File: config.mk
export PLATFORM = sky130hd
export DESIGN_NAME = adc_scan
export DESIGN_NICKNAME = d
export VERILOG_FILES = /design/src/rtl/adc_pkg.sv /design/src/rtl/adc_avg.sv /design/src/rtl/adc_scan.sv
export SDC_FILE = /design/constraint.sdc
export NUM_CORES = 1
export LEC_CHECK = 0
export ABC_AREA = 1
export CORE_UTILIZATION = 60
export DETAILED_ROUTE_END_ITERATION = 12
export GPL_TIMING_DRIVEN = 1
export PLACE_DENSITY = 0.84
export SETUP_SLACK_MARGIN = 0.5
export SLEW_MARGIN = 0
export SYNTH_ARGS = -nofsm -noshare
export SYNTH_HDL_FRONTEND = slang
export SYNTH_SLANG_ARGS = --single-unit
File: constraint.sdc
create_clock -name clk -period 5.2 [get_ports clk]
set_clock_uncertainty 0.2 [all_clocks]
set_input_delay 1.04 -clock clk [delete_from_list [all_inputs] [get_ports clk]]
set_output_delay 1.04 -clock clk [all_outputs]
set_load 0.005 [all_outputs]
File: src/rtl/adc_pkg.sv
// Shared definitions for the ADC scan sequencer: mux channel codes, scan FSM states
// and the channel-stepping helper.
package adc_pkg;

  localparam logic [3:0] MUX_A0        = 4'd1;
  localparam logic [3:0] MUX_A1        = 4'd2;
  localparam logic [3:0] MUX_A2        = 4'd3;
  localparam logic [3:0] MUX_A3        = 4'd4;
  localparam logic [3:0] MUX_A4        = 4'd5;
  localparam logic [3:0] MUX_A5        = 4'd6;
  localparam logic [3:0] MUX_AREF      = 4'd7;
  localparam logic [3:0] MUX_3V3       = 4'd8;
  localparam logic [3:0] MUX_VBAT_HALF = 4'd15;

  typedef enum logic [1:0] {
    IDLE,
    SETTLE,
    CONVERT,
    NEXT
  } scan_state_t;

  // Next set bit of mask strictly above cur, wrapping; returns cur if it is the only one.
  function automatic logic [3:0] next_ch(input logic [15:0] mask, input logic [3:0] cur);
    logic [3:0] idx;
    logic [3:0] r;
    logic       found;
    r     = cur;
    found = 1'b0;
    for (int i = 1; i <= 16; i++) begin
      idx = cur + 4'(i);
      if (!found && mask[idx]) begin
        r     = idx;
        found = 1'b1;
      end
    end
    return r;
  endfunction

endpackage

File: src/rtl/adc_avg.sv
// Accumulates 2^AVG_LOG2 conversion results and presents the truncated mean
// combinationally alongside done on the cycle of the last sample.
module adc_avg #(
  parameter int RES_W    = 15,
  parameter int AVG_LOG2 = 2
) (
  input  logic             clk,
  input  logic             rst_n,
  input  logic             start,
  input  logic [RES_W-1:0] sample,
  input  logic             sample_vld,
  output logic             done,
  output logic [RES_W-1:0] avg
);

  localparam int ACC_W = RES_W + AVG_LOG2;
  localparam int CW    = AVG_LOG2 + 1;
  localparam logic [CW-1:0] LAST = CW'((1 << AVG_LOG2) - 1);

  logic [ACC_W-1:0] acc;
  logic [ACC_W-1:0] sum;
  logic [CW-1:0]    cnt;

  assign sum  = acc + ACC_W'(sample);
  assign done = sample_vld && (cnt == LAST);
  assign avg  = sum[ACC_W-1:AVG_LOG2];

  always_ff @(posedge clk) begin
    if (!rst_n) begin
      acc <= '0;
      cnt <= '0;
    end else if (start) begin
      acc <= '0;
      cnt <= '0;
    end else if (sample_vld) begin
      acc <= sum;
      cnt <= cnt + 1'b1;
    end
  end

endmodule

File: src/rtl/adc_scan.sv
// Scans the analog mux over CH_MASK, settles, gates the sense stage and stores the
// per-channel average in a register file behind a 1-cycle registered read port.
module adc_scan
  import adc_pkg::*;
#(
  parameter int          RES_W          = 15,
  parameter logic [15:0] CH_MASK        = 16'h003E,
  parameter int          SETTLE_CYCLES  = 480,
  parameter int          AVG_LOG2       = 2,
  parameter int          TIMEOUT_CYCLES = 65535
) (
  input  logic             clk,
  input  logic             rst_n,
  input  logic             enable,
  output logic [3:0]       adc_mux,
  output logic             adc_mux_en_n,
  output logic             sense_go,
  input  logic [RES_W-1:0] sense_res,
  input  logic             sense_rdy,
  input  logic [3:0]       rd_ch,
  output logic [RES_W-1:0] rd_data,
  output logic             rd_valid,
  output logic             scan_done,
  output logic             timeout_err
);

  if (CH_MASK == 16'h0000) begin : g_bad_mask
    $error("adc_scan: CH_MASK must select at least one channel");
  end
  if (AVG_LOG2 > 8) begin : g_bad_avg
    $error("adc_scan: AVG_LOG2 must not exceed 8");
  end

  localparam int TMR_MAX = (SETTLE_CYCLES > TIMEOUT_CYCLES) ? SETTLE_CYCLES : TIMEOUT_CYCLES;
  localparam int TMR_W   = $clog2(TMR_MAX + 1);
  localparam logic [TMR_W-1:0] SET_LOAD = TMR_W'(SETTLE_CYCLES - 1);
  localparam logic [TMR_W-1:0] TMO_LOAD = TMR_W'(TIMEOUT_CYCLES - 1);
  localparam logic [3:0]       FIRST_CH = next_ch(CH_MASK, 4'hF);

  scan_state_t      state, state_nxt;
  logic [TMR_W-1:0] tmr, tmr_nxt;
  logic [3:0]       mux_nxt, nxt_ch;
  logic             avg_start, tmo_hit, smp_vld, avg_done;
  logic [RES_W-1:0] avg_val;
  logic [RES_W-1:0] result [16];
  logic [15:0]      valid;

  // Settle and timeout phases never overlap, so they share one down-counter.
  assign smp_vld   = sense_go && sense_rdy && enable;
  assign nxt_ch    = next_ch(CH_MASK, adc_mux);
  assign scan_done = (state == NEXT) && (nxt_ch <= adc_mux);

  adc_avg #(.RES_W(RES_W), .AVG_LOG2(AVG_LOG2)) u_avg (
    .clk        (clk),
    .rst_n      (rst_n),
    .start      (avg_start),
    .sample     (sense_res),
    .sample_vld (smp_vld),
    .done       (avg_done),
    .avg        (avg_val)
  );

  always_comb begin
    state_nxt = state;
    tmr_nxt   = tmr;
    mux_nxt   = adc_mux;
    avg_start = 1'b0;
    tmo_hit   = 1'b0;
    if (!enable) begin
      state_nxt = IDLE;
    end else begin
      case (state)
        IDLE: begin
          state_nxt = SETTLE;
          tmr_nxt   = SET_LOAD;
        end
        SETTLE: begin
          if (tmr == '0) begin
            state_nxt = CONVERT;
            avg_start = 1'b1;
            tmr_nxt   = TMO_LOAD;
          end else begin
            tmr_nxt = tmr - TMR_W'(1);
          end
        end
        CONVERT: begin
          if (smp_vld) begin
            tmr_nxt = TMO_LOAD;
            if (avg_done) state_nxt = NEXT;
          end else if (tmr == '0) begin
            tmo_hit   = 1'b1;
            state_nxt = NEXT;
          end else begin
            tmr_nxt = tmr - TMR_W'(1);
          end
        end
        NEXT: begin
          mux_nxt   = nxt_ch;
          state_nxt = SETTLE;
          tmr_nxt   = SET_LOAD;
        end
        default: state_nxt = IDLE;
      endcase
    end
  end

  always_ff @(posedge clk) begin
    if (!rst_n) begin
      state        <= IDLE;
      tmr          <= '0;
      adc_mux      <= FIRST_CH;
      adc_mux_en_n <= 1'b1;
      sense_go     <= 1'b0;
      timeout_err  <= 1'b0;
      valid        <= '0;
      rd_data      <= '0;
      rd_valid     <= 1'b0;
    end else begin
      state        <= state_nxt;
      tmr          <= tmr_nxt;
      adc_mux      <= mux_nxt;
      adc_mux_en_n <= (state_nxt == IDLE);
      sense_go     <= (state_nxt == CONVERT);
      timeout_err  <= timeout_err | tmo_hit;
      if (avg_done) valid[adc_mux] <= 1'b1;
      rd_data      <= result[rd_ch];
      rd_valid     <= valid[rd_ch];
    end
  end

  // Results survive reset; only the valid bits are cleared.
  always_ff @(posedge clk) begin
    if (avg_done) result[adc_mux] <= avg_val;
  end

endmodule
==> results.md <==
- Status: complete, no violations
- Mean Syn Cell Area: roughly 10 µm²
- Unrepaired setup endpoints after global routing: true
- Post-Synth Adder-Cell Area: 0.0393
- Fin cells: 1,805
- Slew HR: 0.154
- Gpl congestion: 0.907
- Largest family of logic cells by synthesized area: compound AO/OA/AOI/OAI gates
- CTS tree: yes
- Register area: 8760 µm²
- Multi-input logic area: between 5000 and 6000 µm²
- Hold_buf cts: 0
- Boundary Pins: between 40 and 50
- Hold Fails Final Rpt: 0
- Setup ws final: roughly 0.4 ns
- Initial Util: 0.614
- Sequential area share after synthesis: 0.603
- Worst Setup Start Kind: flop
- Core Footprint: 23,600 µm²
- Post-DRT Antenna Nets: 0
- Dpl hpwl: slightly below 20,000 µm
- EDFF count, synth: 240
- CP endpoint kind: output port
- Total track usage: 0.289
- Register bit total from synthesis: 317
- Area growth, synth to finish: 16.1%
- Die area: 24,800 µm²
- Maxcap violations: 0
- Layout cell share with drive strength beyond 1: 0.143
- FILL cells: about 1,600
- Netlist Area Pre-Place: 14,500 µm²
- Peak supply drop: between 0.2 and 0.25 mV
- Worst slew pin tran: around 1.3 ns
- CP arrival: 3.56 ns
- # DRC: 0
- Final Critical Period: about 4.8 ns
- Via count: ~11,000
- Worst EP required: 3.96 ns
- FMAX: between 200 and 250 MHz
- DP Cell Count: approximately 1,700
- Leak Pwr: 6.21 nW
- Critical path type: reg -> out
- Crit path max fanout: 7
- Clock transition at path regs: ~0.06 ns
- Via/cell ratio: 6.08
- Final Max Tran Viols: 0
- First-pass iteration count of the detailed router: 6
- Root buffer cell: clkbuf_16
- Drt wl/cell: 19.9 µm
- Die Span X: around 160 µm
- Synth Warn #: 0
- Ant diodes: 0
- Post-synthesis compound-gate area fraction: 0.147
- Asr flop ratio synth: 0
- Nets: 1,530
- Clock Tree Buf Depth: 3
- Gate Count Post-Synth: 1,398
- P per Cell Area: ~330 nW/µm²
- Clock sink count: 317
- Synth Area in XOR/XNOR: 0.0175
- Hold WS: approximately 0.26 ns
- Vias in the first global route: around 10,000
- Post-Synth Simple-Gate Area: 0.141
- CTS Buf Count: 30
- Final Power: about 5.5 mW
- Die Height: 157 µm
- Largest net degree at the start of global routing: 129
- CTS H-tree lvls: 1
- Global route overflow: 0
- Dpl ws: 0.239 ns
- Post-synthesis mux area share: 0
- Unique masters post-synth: 53
- Class of the worst hold path: reg -> reg
- Initial antenna violation count: 0
- Setup-failing EPs final: 0
- Global-route wire length before repair: between 50,000 and 60,000 µm
- Syn nets: around 1,500
- Synth Flop Type: edfxtp_1
- Detailed router's first-iteration violation count: around 1,200
- Clock Latency Late Sink: about 0.55 ns
- FP Rows: 56
- Period utilization: 0.923
- Final WL: 35,900 µm
- PortBufs: 46
- Setup TNS: 0 ns
-- power by group --
group          internal [mW]  switching, mW
Clock                   1.42          0.933
Combinational          0.133          0.240
Sequential              2.74         0.0169
Total                   4.30           1.19
-- synthesized netlist by cell type (all sizes together), types with 10 or more instances --
| library cell | count | area share |
|---|---|---|
| edfxtp | 240 | 0.50 |
| nor2 | 228 | 0.063 |
| o21ai | 183 | 0.063 |
| nand2 | 151 | 0.041 |
| inv | 110 | 0.029 |
| dfxtp | 77 | 0.11 |
| clkbuf | 68 | 0.018 |
| a21oi | 67 | 0.025 |
| nand3 | 54 | 0.022 |
| ha | 44 | 0.038 |
| o221ai | 43 | 0.026 |
| o211ai | 28 | 0.014 |
| o22ai | 21 | 0.0091 |
| xor2 | 19 | 0.011 |
| nand4 | 12 | 0.0071 |
| xnor2 | 10 | 0.0060 |
-- stage by stage --
| step | area, µm² | util |
|---|---|---|
| 3_3_place_gp | 15400 | 0.652 |
| 2_1_floorplan | 14500 | - |
| 6_report | 16800 | 0.713 |
| 5_1_grt | 16800 | 0.713 |
| 4_1_cts | 16600 | 0.703 |
| 3_5_place_dp | 15400 | 0.652 |
-- placed cells by master, fill, tap and decap left out, types with 5 or more instances in the layout --
cell               n
nand3_2            5
inv_1             96
xor2_1            19
nand2_1          129
or2_2              5
clkinv_2           6
clkdlybuf4s50_1   42
clkbuf_1           7
inv_2              9
ha_1              35
edfxtp_1         240
nor2_1           197
nor2_2            23
nand4_1            9
o211ai_1          28
nand2_2           18
o21ai_0          179
o221ai_1          43
a21oi_1           63
dfxtp_1           74
a31oi_1            6
xnor2_1           10
buf_4             56
bufinv_16          6
o22ai_1           21
nand3_1           46
nor2_4             7
clkbuf_16         32
ha_4               7
-- repair_timing --
item / in CTS / in global routing
pin swaps: 8 / 17
gates resized for setup: 34 / 34
endpoints found under the setup margin: 1 / 1
buffers inserted: 5 / 14
-- path summary, 6_finish.rpt --
kind                             start                   endpoint  slack, ns  cells past startpoint
max            adc_mux[1]$_SDFFE_PN0P_                  scan_done       0.40                     21
max reg2reg  u_avg.acc[0]$_SDFFE_PP0P_   result[11][14]$_DFFE_PP_       1.70                     14
min          u_avg.cnt[2]$_SDFFE_PP0P_  u_avg.cnt[2]$_SDFFE_PP0P_       0.26                      2
min reg2reg  u_avg.cnt[2]$_SDFFE_PP0P_  u_avg.cnt[2]$_SDFFE_PP0P_       0.26                      2
-- layout make-up --
class	count	area share
clock buffers	39	0.0491
clock inverters	17	0.0144
inverters	112	0.0273
multi-input cells	896	0.312
flip-flops and latches	317	0.520
well taps	319	0.0237
repair buffers	105	0.0540
-- kinds of logic (layout without fill, tap and decap cells) --
group / Yosys count / after routing
and+or+nand+nor: 462 / 462
buffers and inverters: 185 / 273
xor gates and xnor gates: 29 / 29
other: 1 / 1
AOI/OAI and AO/OA: 359 / 359
adders and majority gates: 45 / 45
DFF: 317 / 317
-- layer usage --
metal  wire [µm]  vias to the layer above  GRT usage
met5           0                        -          0
li1            -                     5063          -
met3        3350                       98     0.0438
met1       13800                     5205      0.371
met4        1020                        0      0.105
met2       17700                      612      0.496
-- registers in the layout (all words and copies together), names as in the netlist --
name,count
result,240
u_avg.acc,17
tmr,16
valid,16
rd_data,15
adc_mux,4
u_avg.cnt,3
state,2
adc_mux_en_n,1
rd_valid,1
sense_go,1
timeout_err,1
-- worst max-delay path, cell delays in order (launching register included) --
cell and delay (ns):
dfxtp_4 0.38, clkinv_8 0.07, ha_4 0.33, nand2_4 0.07, a21oi_4 0.16, nor2_4 0.07
nor2_8 0.13, nand3_4 0.10, nor3_4 0.17, nand4_4 0.14, nor2_4 0.20, nand4_4 0.13
nor2_4 0.12, nor2_1 0.05, nand2_1 0.08, nand2_2 0.07, inv_2 0.07, ha_4 0.19
a21oi_2 0.13, o21ai_1 0.08, a21boi_1 0.13, buf_2 0.13
No activity file was read; power rests on OpenSTA's default activity.
